$ cat src/rtl/musa_boot_ctrl_if.sv
// Loader-side stream plus memory write ports and core control of the MUSA
// boot sequencer. master = host/loader side, slave = the sequencer.
interface musa_boot_ctrl_if #(
    parameter int DATA_WIDTH      = 32,
    parameter int INST_ADDR_WIDTH = 10,
    parameter int DATA_ADDR_WIDTH = 10
);
    logic                       s_valid;
    logic [DATA_WIDTH-1:0]      s_data;
    logic                       s_ready;
    logic                       reload;
    logic                       im_we;
    logic [INST_ADDR_WIDTH-1:0] im_addr;
    logic [DATA_WIDTH-1:0]      im_wdata;
    logic                       dm_we;
    logic [DATA_ADDR_WIDTH-1:0] dm_addr;
    logic [DATA_WIDTH-1:0]      dm_wdata;
    logic                       core_rst;
    logic                       busy;

    modport master (
        output s_valid, s_data, reload,
        input  s_ready, im_we, im_addr, im_wdata, dm_we, dm_addr, dm_wdata,
               core_rst, busy
    );

    modport slave (
        input  s_valid, s_data, reload,
        output s_ready, im_we, im_addr, im_wdata, dm_we, dm_addr, dm_wdata,
               core_rst, busy
    );
endinterface

$ cat src/rtl/musa_boot_ctrl.sv
// MUSA boot/load sequencer: holds the core in reset while headers and payload
// words stream in, writes payload into instruction or data memory, and
// releases the core on a GO header.
module musa_boot_ctrl #(
    parameter int DATA_WIDTH      = 32,
    parameter int INST_ADDR_WIDTH = 10,
    parameter int DATA_ADDR_WIDTH = 10
) (
    input  logic             clk,
    input  logic             rst,
    musa_boot_ctrl_if.slave  bus
);
    // One address counter serves both memories; each memory takes its low bits,
    // so wrap-around falls out of the truncation.
    localparam int AW = (INST_ADDR_WIDTH > DATA_ADDR_WIDTH) ? INST_ADDR_WIDTH : DATA_ADDR_WIDTH;

    localparam logic [1:0] ST_HEADER = 2'd0;
    localparam logic [1:0] ST_LOAD   = 2'd1;
    localparam logic [1:0] ST_RUN    = 2'd2;

    logic [1:0]    state;
    logic          sel;        // 0 = instruction mem, 1 = data mem
    logic [AW-1:0] addr;
    logic [15:0]   remaining;
    logic          accept;

    // Handshake and status are pure state decodes.
    assign bus.s_ready  = (state != ST_RUN);
    assign bus.core_rst = (state != ST_RUN);
    assign bus.busy     = (state == ST_LOAD);
    assign accept       = bus.s_valid & bus.s_ready;

    // Sequencer: header decode, payload bookkeeping, run/reload.
    always_ff @(posedge clk) begin
        if (rst) begin
            state     <= ST_HEADER;
            sel       <= 1'b0;
            addr      <= '0;
            remaining <= '0;
        end else begin
            case (state)
                ST_HEADER: begin
                    if (accept) begin
                        if (bus.s_data[30]) begin
                            state <= ST_RUN;
                        end else if (bus.s_data[15:0] != 16'd0) begin
                            sel       <= bus.s_data[31];
                            addr      <= bus.s_data[16 +: AW];
                            remaining <= bus.s_data[15:0];
                            state     <= ST_LOAD;
                        end
                    end
                end
                ST_LOAD: begin
                    if (accept) begin
                        addr      <= addr + 1'b1;
                        remaining <= remaining - 16'd1;
                        if (remaining == 16'd1)
                            state <= ST_HEADER;
                    end
                end
                ST_RUN: begin
                    if (bus.reload)
                        state <= ST_HEADER;
                end
                default: state <= ST_HEADER;
            endcase
        end
    end

    // Memory write ports: one registered strobe per accepted payload word;
    // address/data hold between writes. Reset wins over a same-cycle accept.
    always_ff @(posedge clk) begin
        if (rst) begin
            bus.im_we    <= 1'b0;
            bus.im_addr  <= '0;
            bus.im_wdata <= '0;
            bus.dm_we    <= 1'b0;
            bus.dm_addr  <= '0;
            bus.dm_wdata <= '0;
        end else begin
            bus.im_we <= 1'b0;
            bus.dm_we <= 1'b0;
            if (accept && state == ST_LOAD) begin
                if (sel) begin
                    bus.dm_we    <= 1'b1;
                    bus.dm_addr  <= addr[DATA_ADDR_WIDTH-1:0];
                    bus.dm_wdata <= bus.s_data;
                end else begin
                    bus.im_we    <= 1'b1;
                    bus.im_addr  <= addr[INST_ADDR_WIDTH-1:0];
                    bus.im_wdata <= bus.s_data;
                end
            end
        end
    end
endmodule

$ cat src/flat_wrapper.sv
// flat-port wrapper written by rule: the top's interface ports become plain ports
module musa_boot_ctrl_flat 
#(
    parameter int DATA_WIDTH      = 32,
    parameter int INST_ADDR_WIDTH = 10,
    parameter int DATA_ADDR_WIDTH = 10
)
  (clk, rst, bus_s_valid, bus_s_data, bus_reload, bus_s_ready, bus_im_we, bus_im_addr, bus_im_wdata, bus_dm_we, bus_dm_addr, bus_dm_wdata, bus_core_rst, bus_busy);
  musa_boot_ctrl_if #(.DATA_WIDTH(DATA_WIDTH), .INST_ADDR_WIDTH(INST_ADDR_WIDTH), .DATA_ADDR_WIDTH(DATA_ADDR_WIDTH)) bus_i ();
  input  logic clk;
  input  logic rst;
  input wire logic [$bits(bus_i.s_valid)-1:0] bus_s_valid;
  input wire logic [$bits(bus_i.s_data)-1:0] bus_s_data;
  input wire logic [$bits(bus_i.reload)-1:0] bus_reload;
  output wire logic [$bits(bus_i.s_ready)-1:0] bus_s_ready;
  output wire logic [$bits(bus_i.im_we)-1:0] bus_im_we;
  output wire logic [$bits(bus_i.im_addr)-1:0] bus_im_addr;
  output wire logic [$bits(bus_i.im_wdata)-1:0] bus_im_wdata;
  output wire logic [$bits(bus_i.dm_we)-1:0] bus_dm_we;
  output wire logic [$bits(bus_i.dm_addr)-1:0] bus_dm_addr;
  output wire logic [$bits(bus_i.dm_wdata)-1:0] bus_dm_wdata;
  output wire logic [$bits(bus_i.core_rst)-1:0] bus_core_rst;
  output wire logic [$bits(bus_i.busy)-1:0] bus_busy;
  assign bus_i.s_valid = bus_s_valid;
  assign bus_i.s_data = bus_s_data;
  assign bus_i.reload = bus_reload;
  assign bus_s_ready = bus_i.s_ready;
  assign bus_im_we = bus_i.im_we;
  assign bus_im_addr = bus_i.im_addr;
  assign bus_im_wdata = bus_i.im_wdata;
  assign bus_dm_we = bus_i.dm_we;
  assign bus_dm_addr = bus_i.dm_addr;
  assign bus_dm_wdata = bus_i.dm_wdata;
  assign bus_core_rst = bus_i.core_rst;
  assign bus_busy = bus_i.busy;
  musa_boot_ctrl #(.DATA_WIDTH(DATA_WIDTH), .INST_ADDR_WIDTH(INST_ADDR_WIDTH), .DATA_ADDR_WIDTH(DATA_ADDR_WIDTH)) u_core (.clk(clk), .rst(rst), .bus(bus_i));
endmodule
$ cat config.mk
export PLATFORM = sky130hd
export DESIGN_NAME = musa_boot_ctrl_flat
export DESIGN_NICKNAME = d
export VERILOG_FILES = /design/src/rtl/musa_boot_ctrl_if.sv /design/src/rtl/musa_boot_ctrl.sv /design/src/flat_wrapper.sv
export SDC_FILE = /design/constraint.sdc
export NUM_CORES = 1
export LEC_CHECK = 0
export ABC_CLOCK_PERIOD_IN_PS = 2600
export BUFFER_PORTS_ARGS = -buffer_cell sky130_fd_sc_hd__buf_2
export CORE_AREA = 4 4 122 124
export CTS_CLUSTER_DIAMETER = 30
export DETAILED_ROUTE_END_ITERATION = 8
export DIE_AREA = 0 0 126 128
export SETUP_SLACK_MARGIN = 0.15
export SLEW_MARGIN = 0
export SYNTH_ARGS = -nofsm -noshare
export SYNTH_HDL_FRONTEND = slang
export SYNTH_SLANG_ARGS = --single-unit
$ cat constraint.sdc
create_clock -name clk -period 2.6 [get_ports clk]
set_clock_uncertainty 0.05 [all_clocks]
set_input_delay 0.26 -clock clk [delete_from_list [all_inputs] [get_ports clk]]
set_output_delay 0.26 -clock clk [all_outputs]
set_load 0.1 [all_outputs]
## Yosys cells after proc, flatten, opt, wreduce, memory -nomap -nowiden

Index checks and enable logic that the tools add are counted.
Widths: inputs -> output; s select.

- Bits in registers: 115
- Logic and storage cells: 56

- $add $sub $neg: 2
- Eq/ne operators: 11
- Mux-type cells: 19
- Bitwise gates (word level): 4
- Reductions and logical operators: 10

Operators by type and width:

| operator | count |
|---|---|
| $mux 16 | 4 |
| $mux 10 | 4 |
| $pmux 16 s2 | 1 |
| $pmux 10 s2 | 1 |
| $eq 16x1->1 const B | 1 |
| $reduce_bool 16->1 | 1 |
| $sub 16x1->16 const B | 1 |
| $mux 2 | 6 |
| $add 10x1->10 const B | 1 |
| $reduce_and 5->1 | 2 |
| $ne 2x1->1 const B | 4 |
| $ne 2x2->1 const B | 3 |
| $pmux 2 s3 | 1 |
| $reduce_and 2->1 | 2 |
| $reduce_and 4->1 | 1 |
| $ne 3x2->1 const B | 1 |
| $not 1->1 | 3 |
| $eq 2x1->1 const B | 1 |
| $eq 2x2->1 const B | 1 |
| $logic_not 2->1 | 1 |
| $mux 1 | 2 |
| $reduce_bool 2->1 | 1 |
| $reduce_or 2->1 | 1 |
| $and 1x1->1 | 1 |
| $logic_and 1x1->1 | 1 |

## Longest topological paths before layout

Gate-level depths: netlist of run 1.

- Depth in word-level cells: 5
- Mapped depth: 10

## Worst setup path after synthesis of run 1

No wires, ideal clock.

- Path kind: reg-to-reg
- From: reg u_core.state[0]
- To: reg u_core.remaining[15]
- Arrival time: 2.306 ns
- Slack: 0.159 ns
- Stages on the path, launching flop included: 8
- Cells stage by stage: dfxtp_1 -> clkbuf_1 -> nand2b_1 -> buf_2 -> inv_1 -> buf_1 -> o22ai_1 -> a211oi_1

- Elaborated cells between the ends (all ways): 11
- Classes of those cells: eq/ne: 6; mux: 1; bitwise: 1; reduce/logical: 3

RTL lines:

| what | line | RTL |
|---|---|---|
| start, declared | musa_boot_ctrl.sv:21 | `logic [1:0] state;` |
| start signal, assigned | musa_boot_ctrl.sv:36 | `state <= ST_HEADER;` |
| start signal, assigned | musa_boot_ctrl.sv:45 | `state <= ST_RUN;` |
| start signal, assigned | musa_boot_ctrl.sv:50 | `state <= ST_LOAD;` |
| $eq 2x1->1 (*) | -- |  |
| net bus_busy | flat_wrapper.sv:23 | `output wire logic [$bits(bus_i.busy)-1:0] bus_busy;` |
| $ne 2x1->1 (no line) / $reduce_bool 2->1 (equally long branches) | -- |  |
| $reduce_and 5->1 (no line) | -- |  |
| end signal, assigned | musa_boot_ctrl.sv:49 | `remaining <= bus.s_data[15:0];` |
| end signal, assigned | musa_boot_ctrl.sv:57 | `remaining <= remaining - 16'd1;` |
| end, declared | musa_boot_ctrl.sv:24 | `logic [15:0] remaining;` |

The timed path passes the listed nets; every way through them passes the cells marked *.
A chain may end at the register's enable or synchronous reset.

## Worst setup path after layout of run 1

- From: reg u_core.remaining[3]
- To: reg u_core.remaining[13]

- Longest elaborated chain between the ends: 3

Ends and longest elaborated chain:

| what | line | RTL |
|---|---|---|
| $sub 16x1->16 | musa_boot_ctrl.sv:57 |  |
| $mux 16 | musa_boot_ctrl.sv:55 | `if (accept) begin` |
| $pmux 16 s2 | musa_boot_ctrl.sv:41 | `case (state)` |

Every way passes these cells. The select of a mux whose other input is x is not followed.

==> flow_metrics.py, run 1 <==
metrics = {
    "outcome": {
        "status": "finished, final reports clean",
    },
    "logic_synthesis": {
        "syn_area_um2": 4760,
        "syn_inst": 625,
        "synth_edf_count": 0,
        "syn-num-nets": 664,
        "async_reset_ff_frac": 0,
        "avgSynthCellArea_um2": 7.61,
        "yosysSeqAreaShare": 0.484,
        "ys_ff_latch": 115,
        "synth_warnings": 0,
        "ys_types": 47,
        "ys.flop_type": "dfxtp_1",
    },
    "power": {
        "irDropWorstVdd_uv": 375,
        "finalPower_mw": 4.67,
        "leakagePower_nw": 2.47,
        "powerDensity_nw_per_um2": 764,
    },
    "global_route": {
        "grt_pass1_vias": 4552,
        "grt_usage": 0.177,
        "grt_pass1_wl_mm": 23.1,
        "antenna_found_initial": 0,
        "overflow": 0,
        "grt_max_degree": 56,
    },
    "critical_path": {
        "cp_data_required_time_ns": 2.88,
        "worstPathMaxFanout": 7,
        "critPathKind": "flop to flop",
        "ff2ff_path_depth": 5,
        "endpoint_kind": "flop",
        "arrival_ns": 2.49,
        "startpoint_type": "flop",
    },
    "floorplan": {
        "pin_count": 125,
        "dieArea_um2": 16100,
        "rows": 43,
        "core-area_um2": 13800,
        "die_w_um": 126,
        "die-height_um": 128,
        "initial_core_util": 0.345,
    },
    "detailed_routing": {
        "vias": 4839,
        "wirelength_mm": 14.6,
        "dr.pass1.iters": 5,
        "wire_per_inst_um": 15.8,
        "drt-vias-per-instance": 5.24,
        "ant_nets": 0,
        "drc": 0,
        "drt_iter0_drc": 351,
    },
    "worst_hold_path": {
        "worstHoldPathCells": 3,
        "hold_path_class": "primary input to flop",
    },
    "layout": {
        "fin_cells": 924,
        "drive_above_1_share": 0.237,
        "area_growth_pct": 28.3,
        "finalNetCount": 771,
        "nFillCells": 1428,
        "multi_input_area_um2": 2250,
        "regArea_um2": 2300,
        "diodes": 0,
        "post-route-util": 0.443,
    },
    "sta": {
        "slew_headroom": 0.388,
        "slew_violations": 0,
        "worst_pin_slew_ns": 0.917,
        "final-setup-viol-count": 0,
        "fin_tns_setup_ns": 0,
        "hold_viol_final": 0,
        "period_minus_slack_ns": 2.21,
        "fin_hold_ws_ns": 0.0519,
        "rsz0062_at_grt": "false",
        "period_share": 0.850,
        "max_freq_mhz": 453,
    },
    "clock_tree": {
        "cts_buffers": 17,
        "htreeDepth": 4,
        "cts.repair.resized": 0,
        "hold_buffers": 0,
        "cts_tree": "done",
        "clk_pin_slew_ns": 0.05,
        "post_cts_buffers": 0,
        "clock_sinks": 115,
        "root_buffer": "clkbuf_16",
        "clk_latency_ns": 0.41,
        "clockBufferDepth": 2,
    },
    "placement": {
        "dp_hpwl_mm": 10.1,
        "globalplace.congestion": 0.859,
        "io_buffers": 124,
        "place_inst": 893,
    },
    "flow_run": {
        "drv_cap": 0,
    },
}
[kinds of logic after synthesis]
logic type | share of synthesized area
flops | 0.484
simple gates | 0.249
fa+ha+maj | 0.00789
compound gates | 0.209
buf+inv | 0.0460
mux | 0.00447
[registers in the layout (all words and copies together) (netlist names)]
name / flops
u_core.bus.dm_wdata: 32
u_core.bus.im_wdata: 32
u_core.remaining: 16
u_core.addr: 10
u_core.bus.dm_addr: 10
u_core.bus.im_addr: 10
u_core.state: 2
u_core.bus.dm_we: 1
u_core.bus.im_we: 1
u_core.sel: 1
[layout by cell type (no fill, tap or decap), drive strengths merged, types with 3 or more instances in the layout]
master | Yosys | final
a21oi | 110 | 110
a31oi | 3 | 3
and2 | 3 | 3
and3 | 3 | 3
buf | 8 | 138
clkbuf | 42 | 20
clkinv | 0 | 6
clkinvlp | 0 | 3
dfxtp | 115 | 115
ha | 3 | 3
inv | 4 | 4
nand2 | 204 | 204
nand2b | 11 | 11
nand3 | 4 | 4
nand4 | 3 | 3
nor2 | 22 | 22
nor3 | 8 | 8
nor4 | 7 | 7
o211ai | 3 | 3
o21ai | 22 | 22
o31ai | 7 | 7
o32ai | 4 | 4
or3 | 4 | 4
or4 | 4 | 4
[power breakdown]
group,switching [mW],internal [mW]
clock network,0.809,1.42
registers,0.0547,1.81
logic,0.418,0.156
total,1.28,3.39
[final cells by class]
class                           instances  share of cell area
Sequential cell                       115               0.377
Multi-Input combinational cell        456               0.369
Timing Repair Buffer                  138               0.123
Clock buffer                           20              0.0732
Tap cell                              180              0.0369
Clock inverter                         11              0.0184
Inverter                                4             0.00246
[per-layer routing]
metal,vias up,global-route usage,routed length [um]
met5,-,0,0
met4,0,0.0858,417
met3,30,0.0446,843
met2,166,0.292,7050
met1,2299,0.217,6250
li1,2344,-,-
[through the flow]
stage	worst slack [ns]	area (um^2)
2_1_floorplan	0.159	4760
3_3_place_gp	0.461	5550
3_5_place_dp	0.418	5550
4_1_cts	0.391	6110
5_1_grt	0.212	6110
6_report	0.390	6110
[worst paths after layout]
check,start,endpoint,slack [ns]
setup / recovery,u_core.remaining[3],u_core.remaining[13],0.39
hold / removal,bus_s_data[26],u_core.bus.dm_wdata[26],0.05
hold reg to reg,u_core.bus.im_wdata[13],u_core.bus.im_wdata[13],0.40
setup reg to reg,u_core.remaining[3],u_core.remaining[13],0.39
[critical path, cell delays in order, from the launching register on]
cell,delay (ns)
dfxtp_1,0.36
or4_1,0.69
or4_4,0.49
o41ai_2,0.30
nand2_1,0.09
a21oi_1,0.17
[Yosys cell counts, types with 3 or more instances]
cell type | n | area (um^2)
o211ai_1 | 3 | 22.5
o31ai_1 | 6 | 45.0
o32ai_1 | 4 | 35.0
dfxtp_1 | 115 | 2300
and3_1 | 3 | 18.8
ha_1 | 3 | 37.5
nor3_1 | 8 | 40.0
nor2_1 | 22 | 82.6
a21oi_1 | 110 | 551
buf_2 | 4 | 20.0
o21ai_0 | 22 | 110
and2_1 | 3 | 18.8
nand4_1 | 3 | 18.8
clkbuf_1 | 42 | 158
nand3_1 | 4 | 20.0
a31oi_1 | 3 | 18.8
or3_1 | 4 | 25.0
nand2_1 | 204 | 766
inv_1 | 4 | 15.0
nor4_1 | 7 | 43.8
buf_4 | 3 | 22.5
nand2b_1 | 11 | 68.8
(Power assumes the default switching activity.)
==> run 2, diff against run 1 <==
- ABC_AREA: unset -> 1
- ABC_CLOCK_PERIOD_IN_PS: 2600 -> 2200
- CORE_AREA: 4 4 122 124 -> 4 4 125 127
- DIE_AREA: 0 0 126 128 -> 0 0 129 131
- clock period: 2.6 -> 2.2 ns (I/O delays scaled with it)
==> run 2 against run 1 <==
- utilization fell by 0.24 points
- combinational power rose by 93%
- highest routed layer unchanged
- critical endpoint is now bus_busy
- first-iteration DRC count rose by 21%
- setup slack got worse by 0.12 ns
- largest cell class is now multi-input gates
- via count rose by 5.2%
- routed wire length rose by 8.1%
==> flow_metrics.py, run 2 <==
metrics = {
    "flow_run": {
        "drv_cap": 0,
    },
    "logic_synthesis": {
        "ys.flop_type": "dfxtp_1",
        "synth_edf_count": 0,
        "synth.top_cell.area_share": 0.459,
        "async_reset_ff_frac": 0,
        "synth_most_common_cell": "nand2_1",
        "avgSynthCellArea_um2": 6.97,
        "syn_inst": 719,
        "synth_warnings": 0,
        "synth_common_cells": "145 x nand2_1, 131 x nor2_1, 115 x dfxtp_1, 77 x a21oi_1, 68 x o21ai_0",
        "yosysSeqAreaShare": 0.459,
        "syn-num-nets": 758,
        "ys_top_cells_by_area": "dfxtp_1 46%, nand2_1 11%, nor2_1 9.8%",
        "ys_ff_latch": 115,
        "ys_types": 31,
        "syn_area_um2": 5010,
        "synth_top_area_cell": "dfxtp_1",
    },
    "sta": {
        "fin_tns_setup_ns": 0,
        "worst_pin_slew_ns": 0.676,
        "rsz0062_at_grt": "false",
        "fin_hold_ws_ns": 0.0176,
        "period_minus_slack_ns": 1.93,
        "slew_violations": 0,
        "period_share": 0.876,
        "max_freq_mhz": 519,
        "hold_viol_final": 0,
        "final-setup-viol-count": 0,
        "slew_headroom": 0.549,
    },
    "clock_tree": {
        "clock_sinks": 115,
        "clk_latency_ns": 0.41,
        "cts_tree": "done",
        "root_buffer": "clkbuf_16",
        "cts_buffers": 17,
        "hold_buffers": 0,
        "clk_pin_slew_ns": 0.05,
        "clockBufferDepth": 2,
        "htreeDepth": 4,
    },
    "critical_path": {
        "critPathBufInv": 3,
        "worstPathMaxFanout": 37,
        "critical_path.max_stage_delay_ns": 0.35,
        "cp_data_required_time_ns": 1.93,
        "critPathSlowestCell": "dfxtp_1",
        "critPathKind": "flop to output port",
        "arrival_ns": 1.66,
        "endpoint_kind": "output port",
        "startpoint_type": "flop",
        "crit_family": "buffers and inverters",
        "path_cells": "inv_1 -> nand2_4 -> inv_6 -> buf_12",
    },
    "global_route": {
        "grt_pass1_wl_mm": 24.9,
        "grt_max_degree": 59,
        "grt_pass1_vias": 4637,
        "grt_usage": 0.188,
        "overflow": 0,
        "antenna_found_initial": 0,
    },
    "floorplan": {
        "pin_count": 125,
        "rows": 44,
        "dieArea_um2": 16900,
        "core-area_um2": 14400,
        "die_w_um": 129,
        "die-height_um": 131,
        "initial_core_util": 0.348,
    },
    "layout": {
        "drive_above_1_share": 0.213,
        "fin_cells": 1028,
        "area_growth_pct": 26.9,
        "post-route-util": 0.441,
        "final_cell_mix": "145 x nand2_1, 131 x nor2_1, 123 x buf_2",
        "final_common_cell": "nand2_1",
        "largestRegisters": "u_core.bus.dm_wdata (32), u_core.bus.im_wdata (32), u_core.remaining (16)",
        "finalNetCount": 870,
        "diodes": 0,
    },
    "detailed_routing": {
        "drt_iter0_drc": 425,
        "dr.pass1.iters": 5,
        "wire_per_inst_um": 15.3,
        "ant_nets": 0,
        "wirelength_mm": 15.7,
        "vias": 5092,
        "drt-vias-per-instance": 4.95,
        "drc": 0,
    },
    "power": {
        "irDropWorstVdd_uv": 561,
        "finalPower_mw": 6.03,
        "leakagePower_nw": 2.82,
        "powerDensity_nw_per_um2": 948,
    },
    "placement": {
        "dp_hpwl_mm": 11.1,
        "io_buffers": 124,
        "place_inst": 996,
        "globalplace.congestion": 0.898,
    },
    "outcome": {
        "status": "finished, final reports clean",
    },
    "worst_hold_path": {
        "hold_path_class": "primary input to flop",
    },
}
[run 2: per-stage QoR]
stage	setup WS, ns	cell area (um^2)
after CTS	0.205	6360
after global placement	0.360	5780
after floorplan	0.331	5010
final	0.273	6360
after global routing	0.170	6360
after detailed placement	0.304	5780
[run 2: repair_timing]
item / CTS / global route
endpoints found under the setup margin: 1 / 1
buffers inserted: 0 / 0
pin swaps: 0 / 0
resized for setup: 1 / 1
[run 2: metal layers]
metal	part of all wire	track usage	vias to the layer above
met3	0.077	0.0541	26
met1	0.45	0.247	2321
li1	-	-	2572
met2	0.45	0.295	173
met5	0	0	-
met4	0.025	0.0661	0
[run 2: where the power goes]
group | switching [mW] | total (mW) | internal (mW)
clock | 0.944 | 2.66 | 1.71
sequential | 0.0805 | 2.26 | 2.18
combinational | 0.852 | 1.11 | 0.259
[run 2: area by class of cell]
class	count	area [um^2]
repair buffers	138	766
flip-flops and latches	115	2300
clock buffers	22	464
clock inverters	10	108
fillers	1514	8060
multi-input cells	520	2340
inverters	39	151
well taps	184	230
[run 2: logic make-up (layout without fill, tap and decap cells)]
kind of cell	count (synthesis)	after routing	share of synthesized area
and+or+nand+nor	360	360	0.298
xor gates and xnor gates	1	1	0.00175
AOI/OAI and AO/OA	156	156	0.160
buffers and inverters	84	209	0.0741
DFF	115	115	0.459
adders and majority gates	3	3	0.00749
[run 2: final timing paths]
kind / startpoint / end / slack [ns] / cells after the start
worst max-delay path: u_core.state[1] / bus_busy / 0.27 / 4
worst min-delay path: bus_s_data[27] / u_core.bus.im_wdata[27] / 0.02 / 3
worst max register to register: u_core.state[1] / u_core.bus.dm_addr[3] / 0.35 / 8
worst min register to register: u_core.bus.dm_wdata[30] / u_core.bus.dm_wdata[30] / 0.41 / 2
[run 2: tightest hold or removal path: stages]
cell	delay (ns)
buf_2	0.09
o21ai_1	0.06
nor2_1	0.07
